`src/rtl/flash_arbiter.sv`:
```
// flash_arbiter: shares one halfword flash read engine between the boot loader
// (port 0) and the CPU data bus (port 1). Each 32-bit request becomes two
// halfword reads (low half first) with a gap cycle between them. Arbitration is
// round-robin on ties, and every wait state has a timeout that aborts the
// request with err=1 and all-ones data.
`timescale 1ns/1ps
module flash_arbiter #(
  parameter int WADDR_W = 21,
  parameter int TIMEOUT = 63
) (
  input  logic               clk,
  input  logic               rst,
  input  logic               req0,
  input  logic [WADDR_W-1:0] addr0,
  output logic               ack0,
  input  logic               req1,
  input  logic [WADDR_W-1:0] addr1,
  output logic               ack1,
  output logic [31:0]        rdata,
  output logic               err,
  output logic               busy,
  output logic               eng_req,
  output logic [WADDR_W:0]   eng_addr,
  input  logic [15:0]        eng_data,
  input  logic               eng_ready
);

  localparam int CW = $clog2(TIMEOUT + 1);

  typedef enum logic [2:0] {IDLE, LO_WAIT, GAP, HI_WAIT, RESP} state_t;

  state_t             state, state_nxt;
  logic [WADDR_W-1:0] waddr;
  logic               id;
  logic               last_grant;
  logic [CW-1:0]      cnt;
  logic               gnt;
  logic               expired;

  // Counter value TIMEOUT-1 means this is the TIMEOUT-th cycle in the wait
  // state; a ready in that same cycle still wins because it is checked first.
  assign expired = (cnt == CW'(TIMEOUT - 1));

  // Next-state, arbitration choice and decoded outputs.
  always_comb begin
    state_nxt = state;
    gnt       = (req0 && req1) ? ~last_grant : req1;
    ack0      = 1'b0;
    ack1      = 1'b0;
    busy      = (state != IDLE);
    eng_req   = 1'b0;
    eng_addr  = {waddr, 1'b0};
    case (state)
      IDLE:    if (req0 || req1) state_nxt = LO_WAIT;
      LO_WAIT: begin
        eng_req = 1'b1;
        if (eng_ready)    state_nxt = GAP;
        else if (expired) state_nxt = RESP;
      end
      GAP:     state_nxt = HI_WAIT;
      HI_WAIT: begin
        eng_req  = 1'b1;
        eng_addr = {waddr, 1'b1};
        if (eng_ready || expired) state_nxt = RESP;
      end
      RESP: begin
        ack0      = ~id;
        ack1      = id;
        state_nxt = IDLE;
      end
      default: state_nxt = IDLE;
    endcase
  end

  // State register, grant latch, timeout counter and read-data assembly.
  always_ff @(posedge clk) begin
    if (rst) begin
      state      <= IDLE;
      waddr      <= '0;
      id         <= 1'b0;
      last_grant <= 1'b1;
      cnt        <= '0;
      rdata      <= '0;
      err        <= 1'b0;
    end else begin
      state <= state_nxt;
      // Counter restarts whenever the state changes, so each wait state
      // gets its own full budget.
      if (state_nxt != state) cnt <= '0;
      else if (state == LO_WAIT || state == HI_WAIT) cnt <= cnt + CW'(1);
      case (state)
        IDLE: begin
          err <= 1'b0;
          if (req0 || req1) begin
            waddr <= gnt ? addr1 : addr0;
            id    <= gnt;
            // Only a real tie moves the round-robin pointer.
            if (req0 && req1) last_grant <= gnt;
          end
        end
        LO_WAIT: begin
          if (eng_ready) rdata[15:0] <= eng_data;
          else if (expired) begin
            rdata <= 32'hFFFF_FFFF;
            err   <= 1'b1;
          end
        end
        HI_WAIT: begin
          if (eng_ready) rdata[31:16] <= eng_data;
          else if (expired) begin
            rdata <= 32'hFFFF_FFFF;
            err   <= 1'b1;
          end
        end
        default: ;
      endcase
    end
  end

endmodule

```
`config.mk`:
```
export PLATFORM = sky130hd
export DESIGN_NAME = flash_arbiter
export DESIGN_NICKNAME = d
export VERILOG_FILES = /design/src/rtl/flash_arbiter.sv
export SDC_FILE = /design/constraint.sdc
export NUM_CORES = 1
export LEC_CHECK = 0
export BUFFER_PORTS_ARGS = -buffer_cell sky130_fd_sc_hd__buf_2
export CAP_MARGIN = 20
export CELL_PAD_IN_SITES_DETAIL_PLACEMENT = 0
export CELL_PAD_IN_SITES_GLOBAL_PLACEMENT = 1
export CORE_MARGIN = 2
export CORE_UTILIZATION = 35
export DETAILED_ROUTE_END_ITERATION = 12
export PLACE_DENSITY = 0.84
export SLEW_MARGIN = 40
export SYNTH_ARGS = -nofsm -noshare
export SYNTH_HDL_FRONTEND = slang
export SYNTH_SLANG_ARGS = --single-unit
```
`constraint.sdc`:
```
create_clock -name clk -period 2.54 [get_ports clk]
set_input_delay 0 -clock clk [delete_from_list [all_inputs] [get_ports clk]]
set_output_delay 0 -clock clk [all_outputs]
set_load 0.01 [all_outputs]
```
==> flow_summary_export.csv, run 1 <==
group,metric,value,unit
status,status,"finished, final reports clean",
setup_path,critical_path_buf_inv_count,2,
global_route,grt_usage,0.1880,
logic_synthesis,ys_top_cells_by_area,"dfxtp_1, a221oi_1, o32ai_1",
setup_path,end_kind,"primary output",
routing,first_iter_violations,106,
routing,vias_per_cell,5.497,
logic_synthesis,synth.cell_area,0.002854,mm²
setup_path,crit_path_top_delay_cell,"dfxtp_1",
logic_synthesis,synth_async_sr_flop_share,0,
layout,stdcell_count,531,
layout,seqCellArea,0.001301,mm²
job,cap_violations,0,
clocking,clock_latency,0.34,ns
clocking,clock_sinks,65,
timing,holdWs,0.01813,ns
timing,max_freq,0.4854,GHz
global_route,grt_overflow,0,
power,cellPowerDensity,629.6,mW/mm²
layout,nets,489,
setup_path,critPathKind,"register to primary output",
layout,fillers,755,
timing,worst_pin_slew,0.7802,ns
logic_synthesis,yosys.area.top_type,"dfxtp_1",
logic_synthesis,syn_inst,295,
logic_synthesis,yosysWarnings,0,
worst_hold_path,min_path_type,"input pin to register",
setup_path,critical_path.top_delay_family,"buffers and inverters",
floorplanning,num_io_pins,122,
timing,hold_viol,0,
floorplanning,start_util,0.3655,
timing,slew_headroom,0.4793,
power,power,2.466,mW
layout,stdcell_area,0.003918,mm²
floorplanning,core_area,0.007807,mm²
setup_path,cp_cell_sequence,"nand2b_4 > inv_1 > and2_1 > buf_2",
routing,drt_wl_total,8267,µm
clocking,htreeDepth,3,
layout,layout-drive-gt1-share,0.3986,
routing,dr_total_vias,2919,
timing,fin_crit_sh,0.8112,
logic_synthesis,synth_nets,360,
place,gp_congestion,0.8654,
layout,multiInputGateArea,0.001323,mm²
floorplanning,num_rows,32,
clocking,cts_made_buffers,9,
logic_synthesis,ys_ff_latch,65,
routing,wl_per_cell,15.57,µm
layout,antenna_cells,0,
routing,drt_pre_antenna_iters,7,
clocking,cts_resized,0,
logic_synthesis,synthDistinctLibCells,43,
timing,fin_ws,0.4796,ns
clocking,postCtsSetupRepairBufs,0,
timing,rsz0062_at_grt,"no",
logic_synthesis,synth_flop_cell,"dfxtp_1",
place,hpwl,5652,µm
floorplanning,fp.dieH,94.30,µm
layout,fin_util,0.5018,
timing,tns,0,ns
clocking,cts_hold_buf,20,
place,place_inst,495,
logic_synthesis,post-synth-top-count-cell,"dfxtp_1",
timing,slew_violations,0,
global_route,antenna_found_initial,0,
clocking,clockRootBuffer,"clkbuf_8",
timing,fin_crit,2.060,ns
clocking,cts_max_path_buffers,2,
power,peakVddDrop,245.9,µV
place,dp_slack,0.7791,ns
global_route,grt_pass1_wl,13220,µm
floorplanning,die_area,0.008892,mm²
setup_path,crit_fanout,23,
clocking,cts_tree,"built",
logic_synthesis,ys_seq_area_frac,0.4559,
floorplanning,die_w,94.30,µm
global_route,grt_pass1_vias,2677,
setup_path,start_kind,"register",
timing,skew,0.01369,ns
setup_path,crit_required,2.54,ns
global_route,grt_max_degree,25,
logic_synthesis,synth_top_area_frac,0.4559,
power,p_leak,1.717,nW
logic_synthesis,avgSynthCellArea,9.675,µm²
routing,detail-route-antenna-nets,0,
setup_path,crit_arrival,2.06,ns
layout,synthToLayoutAreaGrowth,37.26,%
place,port_buffers,121,
routing,drc,0,
place,place_area,0.003515,mm²
clocking,clkSlewWorstSetupHoldPaths,0.08,ns
setup_path,cpPeakStageDelay,0.60,ns
logic_synthesis,synth_common_cells,"dfxtp_1, inv_1, a221oi_1, clkbuf_1, o32ai_1",
logic_synthesis,synth_edf_count,0,
timing,setup_viol,0,
report_power, final:
group	total, mW	switching [mW]	internal (mW)
logic	0.445	0.238	0.207
registers	1.13	0.0459	1.09
clock network	0.888	0.425	0.463
total	2.47	0.709	1.76
flip-flops by register name, summed over array words and instances, names as in the netlist:
name,count
err,1
last_grant,1
id,1
rdata,32
cnt,6
state,3
waddr,21
placed cells by master, fill, tap and decap left out, types with 3 or more instances in the layout:
cell type,synthesis,routed
clkbuf_8,0,9
inv_1,25,25
nand2_1,7,7
a21oi_1,6,6
buf_4,1,8
o22ai_1,16,16
nor3_1,18,18
o21ai_0,5,4
o32ai_1,21,21
dlygate4sd3_1,0,20
o211ai_1,3,3
o221a_2,16,16
a41oi_1,3,3
a211oi_1,16,16
clkinv_4,0,3
nor2_1,6,6
dfxtp_1,65,65
a221oi_1,22,22
nand3_1,3,3
buf_2,5,121
a311oi_1,4,4
o21bai_1,3,3
worst min-delay path, cell delays in order:
cell      delay (ns)
buf_2           0.10
o32ai_1         0.11
a221oi_1        0.10
routing by layer:
metal  wire length, µm  track usage
met1              3668       0.2397
met2              3818       0.3042
met3               779      0.05217
met4                 0      0.06884
met5                 0            0
cells by family (layout without fill, tap and decap cells):
| group | after synthesis | after routing | share of synthesized area |
|---|---|---|---|
| AOI/OAI and AO/OA | 119 | 119 | 0.3463 |
| DFF | 65 | 65 | 0.4559 |
| buffers and inverters | 57 | 191 | 0.08154 |
| and+or+nand+nor | 52 | 52 | 0.1074 |
| adders and majority gates | 2 | 2 | 0.008767 |
final cells by class:
| type | count | area share |
|---|---|---|
| clock buffer | 9 | 0.03162 |
| clock inverter | 7 | 0.02012 |
| inverter | 26 | 0.02491 |
| multi-input combinational | 173 | 0.3376 |
| sequential | 65 | 0.3322 |
| tap | 102 | 0.03258 |
| timing repair buffer | 149 | 0.2210 |
worst paths after layout:
kind | start | endpoint | slack, ns | depth (start not counted)
worst max-delay path | state[0] | eng_addr[0] | 0.48 | 4
worst min-delay path | addr1[19] | waddr[19] | 0.02 | 3
worst max register to register | cnt[1] | rdata[27] | 0.75 | 5
worst min register to register | waddr[4] | waddr[4] | 0.47 | 2
Power figures use the tool's default switching activity.
==> run 2, diff against run 1 <==
--- a/config.mk
+++ b/config.mk
@@ -10,9 +10,9 @@
 export CELL_PAD_IN_SITES_DETAIL_PLACEMENT = 0
 export CELL_PAD_IN_SITES_GLOBAL_PLACEMENT = 1
 export CORE_MARGIN = 2
-export CORE_UTILIZATION = 35
+export CORE_UTILIZATION = 31
 export DETAILED_ROUTE_END_ITERATION = 12
-export PLACE_DENSITY = 0.84
+export PLACE_DENSITY = 0.79
 export SLEW_MARGIN = 40
 export SYNTH_ARGS = -nofsm -noshare
 export SYNTH_HDL_FRONTEND = slang
==> constraint.sdc (replaced) <==
create_clock -name clk -period 1.8 [get_ports clk]
set_input_delay 0 -clock clk [delete_from_list [all_inputs] [get_ports clk]]
set_output_delay 0 -clock clk [all_outputs]
set_load 0.01 [all_outputs]
==> run 2 against run 1 <==
Worst hold slack lost 0.010 ns. Routed wire length increased by 2.9%. Sequential cell count is the same. Combinational power grew 47%. Clock-buffer cell count rose by 1. Register-to-register slack worse by 0.61 ns. First-iteration DRC count rose by 23%. Global-route usage is 1.8 points lower. Total power up 45%.
==> flow_summary_export.csv, run 2 (synthesis results as in run 1) <==
group,metric,value,unit
status,status,"finished, final reports clean",
setup_path,crit_fanout,18,
setup_path,r2r-end,"rdata[18]",
worst_hold_path,min_path_type,"input pin to register",
routing,drc,0,
timing,holdWs,0.007966,ns
setup_path,end_kind,"primary output",
layout,fillers,901,
place,gp_congestion,0.8834,
power,internal_power,2.620,mW
floorplanning,start_util,0.3148,
floorplanning,num_rows,35,
layout,stdcell_area,0.004021,mm²
setup_path,start_kind,"register",
floorplanning,core_area,0.009065,mm²
floorplanning,die_w,99.95,µm
setup_path,crit_required,1.80,ns
worst_hold_path,whs_path_depth,3,
power,switching_share,0.2698,
timing,fin_crit,1.688,ns
routing,dr_total_vias,2950,
routing,drt_pre_antenna_iters,4,
routing,drt_wl_total,8510,µm
routing,detail-route-antenna-nets,0,
global_route,grt_max_degree,23,
routing,first_iter_violations,130,
global_route,grt_overflow,0,
worst_hold_path,holdPathEnd,"waddr[0]",
layout,nets,498,
setup_path,worstRegToRegCells,5,
power,pwr-share-comb,0.182,
clocking,clock_latency,0.34,ns
layout,largest_reg_flops,32,
timing,slew_headroom,0.5674,
routing,vias_per_cell,5.373,
timing,setup_viol,0,
place,place_area,0.003606,mm²
layout,fin_util,0.4436,
power,peakVddDrop,618.7,µV
global_route,grt_pass1_vias,2771,
clocking,cts_tree,"built",
layout,synthToLayoutAreaGrowth,40.90,%
job,cap_violations,0,
worst_hold_path,holdCritStartpoint,"addr1[0]",
layout,layout_commonest_cell,"buf_2",
layout,layout_common_cells,"buf_2, dfxtp_1, inv_1",
place,port_buffers,121,
setup_path,regToRegSetupSlack,0.14,ns
clocking,clockRootBuffer,"clkbuf_8",
clocking,postCtsSetupRepairBufs,0,
layout,antenna_cells,0,
timing,hold_viol,0,
setup_path,critPathKind,"register to primary output",
clocking,cts_made_buffers,9,
power,p_seq_frac,0.445,
setup_path,rr_startpoint,"cnt[1]",
global_route,grt_usage,0.1695,
floorplanning,fp.dieH,99.95,µm
layout,top_regs,"rdata x32, waddr x21, cnt x6",
timing,max_freq,0.5925,GHz
routing,wl_per_cell,15.50,µm
power,cellPowerDensity,892.3,mW/mm²
setup_path,crit_arrival,1.69,ns
timing,tns,0,ns
timing,skew,0.009105,ns
timing,worst_pin_slew,0.6459,ns
clocking,clkSlewWorstSetupHoldPaths,0.08,ns
power,p_switching,968.3,µW
floorplanning,num_io_pins,122,
clocking,htreeDepth,3,
power,p_leak,1.770,nW
layout,layout-drive-gt1-share,0.4110,
floorplanning,die_area,0.009990,mm²
clocking,cts_max_path_buffers,2,
timing,rsz0062_at_grt,"no",
power,p_clk_frac,0.373,
clocking,clock_sinks,65,
timing,fin_crit_sh,0.9377,
setup_path,startpoint,"state[2]",
layout,top_register,"rdata",
global_route,grt_pass1_wl,13560,µm
timing,slew_violations,0,
global_route,antenna_found_initial,0,
place,hpwl,5953,µm
run 2: power by group through the flow:
stage	sequential [mW]	combinational, mW	clock (mW)
floorplan	1.66	0.323	0
global placement	1.62	0.615	0
detailed placement	1.63	0.624	0
CTS	1.60	0.659	1.39
global route	1.61	0.724	1.43
finish	1.60	0.654	1.34
run 2: routing by layer:
metal  global-route usage  up-vias  routed length, µm
met2               0.2864      137               3973
met5                    0        -                  0
met3              0.05501       11                659
met4              0.04004        0                 94
met1               0.2109     1362               3783
li1                     -     1440                  -
run 2: how the worst max path moves through the flow:
stage | to | slack, ns | cells past startpoint
2_1_floorplan | rdata[16] | 0.16 | 5
3_3_place_gp | rdata[29] | 0.20 | 4
3_5_place_dp | rdata[18] | 0.13 | 5
4_1_cts | eng_addr[0] | 0.04 | 5
5_1_grt | rdata[29] | 0.004 | 5
6_report | eng_addr[0] | 0.11 | 5
run 2: worst max-delay path, stage by stage, from the launching register on:
cell and delay, ns:
dfxtp_1 0.49, nand2b_4 0.24, inv_1 0.15, buf_12 0.19, and2_1 0.15, buf_2 0.13
run 2: cell type report:
class / instances / area (µm²) / area share
Inverter: 26 / 97.59 / 0.02427
Tap cell: 111 / 138.9 / 0.03454
Clock buffer: 10 / 127.6 / 0.03174
Clock inverter: 6 / 82.58 / 0.02054
Timing Repair Buffer: 158 / 949.7 / 0.2362
Multi-Input combinational cell: 173 / 1323 / 0.3289
Sequential cell: 65 / 1303 / 0.3239
run 2: repair_timing:
item                                   CTS  global route
setup endpoints to repair                0            17
hold buffers                            20             0
endpoints found under the hold margin   34             0
resized for setup                        0             2
run 2: stage by stage:
stage / std cells / power (mW) / worst slack, ns
after detailed placement: 513 / 2.252 / 0.1327
final: 549 / 3.588 / 0.1121
after global routing: 549 / 3.763 / 0.003779
after global placement: 513 / 2.240 / 0.2008
after CTS: 549 / 3.640 / 0.03610
after floorplan: 295 / 1.983 / 0.1637
==> run 3, diff against run 2 <==
--- a/config.mk
+++ b/config.mk
@@ -13,6 +13,7 @@
 export CORE_UTILIZATION = 31
 export DETAILED_ROUTE_END_ITERATION = 12
 export PLACE_DENSITY = 0.79
+export RECOVER_POWER = 100
 export SLEW_MARGIN = 40
 export SYNTH_ARGS = -nofsm -noshare
 export SYNTH_HDL_FRONTEND = slang
==> run 3 against run 2 <==
Sequential cell count unchanged. First-iteration DRC count up 26%. Utilization down 0.86 points. Sequential power about the same. Global-route usage unchanged. Register-to-register slack about the same. Worst setup slack about the same. Sequential share of layout area up 0.64 points. Non-clock buffer count unchanged. Critical path depth unchanged. Clock-buffer cell count unchanged. Highest routed layer unchanged.
==> flow_summary_export.csv, run 3 (synthesis results as in run 1) <==
group,metric,value,unit
floorplanning,num_io_pins,122,
job,cap_violations,0,
clocking,htreeDepth,3,
status,status,"finished, final reports clean",
setup_path,rr_startpoint,"cnt[1]",
floorplanning,fp.dieH,99.95,µm
routing,drt_wl_total,8521,µm
layout,largest_reg_flops,32,
setup_path,r2r-end,"rdata[18]",
routing,wl_per_cell,15.52,µm
place,place_area,0.003606,mm²
timing,slew_violations,0,
layout,layout_common_cells,"buf_2, dfxtp_1, clkbuf_1",
layout,synthToLayoutAreaGrowth,38.18,%
timing,max_freq,0.5924,GHz
setup_path,crit_required,1.80,ns
floorplanning,die_w,99.95,µm
routing,first_iter_violations,164,
floorplanning,core_area,0.009065,mm²
timing,slew_headroom,0.5486,
place,hpwl,5953,µm
clocking,cts_max_path_buffers,2,
routing,dr_total_vias,2954,
timing,tns,0,ns
global_route,grt_pass1_vias,2771,
routing,vias_per_cell,5.381,
clocking,cts_made_buffers,9,
setup_path,critPathKind,"register to primary output",
routing,drt_pre_antenna_iters,4,
worst_hold_path,whs_path_depth,3,
power,cellPowerDensity,904.6,mW/mm²
global_route,antenna_found_initial,0,
worst_hold_path,holdPathEnd,"waddr[0]",
timing,fin_crit,1.688,ns
power,p_seq_frac,0.448,
power,switching_share,0.2728,
place,port_buffers,121,
floorplanning,start_util,0.3148,
timing,fin_crit_sh,0.9377,
power,p_leak,1.538,nW
layout,top_regs,"rdata x32, waddr x21, cnt x6",
timing,skew,0.008719,ns
layout,stdcell_count,549,
power,p_switching,973.1,µW
setup_path,regToRegSetupSlack,0.14,ns
layout,layout_commonest_cell,"buf_2",
global_route,grt_pass1_wl,13560,µm
worst_hold_path,holdCritStartpoint,"addr1[0]",
setup_path,worstRegToRegCells,5,
global_route,grt_usage,0.1695,
layout,nets,498,
place,place_inst,513,
clocking,postCtsSetupRepairBufs,0,
setup_path,crit_fanout,18,
setup_path,critical_path.top_delay_family,"flip-flops",
floorplanning,num_rows,35,
worst_hold_path,min_path_type,"input pin to register",
timing,worst_pin_slew,0.6740,ns
floorplanning,die_area,0.009990,mm²
power,peakVddDrop,612.4,µV
clocking,cts_tree,"built",
power,power,3.568,mW
setup_path,cpPeakStageDelay,0.49,ns
setup_path,cp_num_cells,5,
power,p_clk_frac,0.375,
clocking,clockRootBuffer,"clkbuf_8",
global_route,grt_overflow,0,
clocking,clkSlewWorstSetupHoldPaths,0.08,ns
layout,stdcell_area,0.003944,mm²
setup_path,critical_path_buf_inv_count,3,
routing,drc,0,
timing,fin_ws,0.1121,ns
layout,layout-drive-gt1-share,0.2785,
power,internal_power,2.595,mW
setup_path,crit_path_top_delay_cell,"dfxtp_1",
layout,antenna_cells,0,
timing,setup_viol,0,
setup_path,crit_arrival,1.69,ns
timing,hold_viol,0,
setup_path,end_kind,"primary output",
place,gp_congestion,0.8834,
routing,detail-route-antenna-nets,0,
place,dp_slack,0.1327,ns
clocking,clock_latency,0.34,ns
setup_path,start_kind,"register",
layout,top_register,"rdata",
setup_path,cp_cell_sequence,"nand2b_4 > inv_1 > buf_12 > and2_1 > buf_2",
timing,rsz0062_at_grt,"no",
global_route,grt_max_degree,23,
clocking,clock_sinks,65,
power,pwr-share-comb,0.176,
run 3: cell count changes in the layout (fill, tap and decap cells not counted):
| cell | change |
|---|---|
| buf_4 | -2 |
| buf_2 | -56 |
| clkbuf_1 | +58 |
run 3: through the flow:
stage	hold slack, ns	util
after floorplan	0.1825	-
after global placement	0.2974	0.3975
after detailed placement	0.3017	0.3978
after CTS	0.001248	0.4431
after global routing	0.009800	0.4351
final	0.008826	0.4351
run 3: how the worst max path moves through the flow:
stage,to,start
2_1_floorplan,rdata[16],cnt[1]
3_3_place_gp,rdata[29],state[0]
3_5_place_dp,rdata[18],cnt[1]
4_1_cts,eng_addr[0],state[0]
5_1_grt,eng_addr[0],state[2]
6_report,eng_addr[0],state[2]
run 3: timing repair:
item / in CTS / in global routing
endpoints found under the setup margin: 0 / 17
gates resized for setup: 0 / 2
endpoints found under the hold margin: 34 / 0
hold buffers: 20 / 0
run 3: final cells by class:
cell class,count,area [µm²]
inverter,26,97.59
tap,111,138.9
timing repair buffer,158,872.1
clock inverter,6,82.58
multi-input combinational,173,1323
clock buffer,10,127.6
fill,932,5121
sequential,65,1303
run 3: tightest hold or removal path: stages:
cell and delay, ns:
buf_2 0.09, o32ai_1 0.11, a221oi_1 0.09
run 3: routing by layer:
metal / track usage / part of all wire / vias up / routed length (µm)
li1: - / - / 1442 / -
met1: 0.2109 / 0.45 / 1374 / 3823
met2: 0.2864 / 0.47 / 131 / 3965
met3: 0.05501 / 0.076 / 7 / 646
met4: 0.04004 / 0.010 / 0 / 86
met5: 0 / 0 / - / 0
run 3: power by group through the flow:
| stage | Sequential [mW] | Combinational (mW) | Clock (mW) |
|---|---|---|---|
| detailed placement | 1.63 | 0.624 | 0 |
| finish | 1.60 | 0.629 | 1.34 |
| global placement | 1.62 | 0.615 | 0 |
| floorplan | 1.66 | 0.323 | 0 |
| global route | 1.61 | 0.698 | 1.43 |
| CTS | 1.60 | 0.659 | 1.39 |
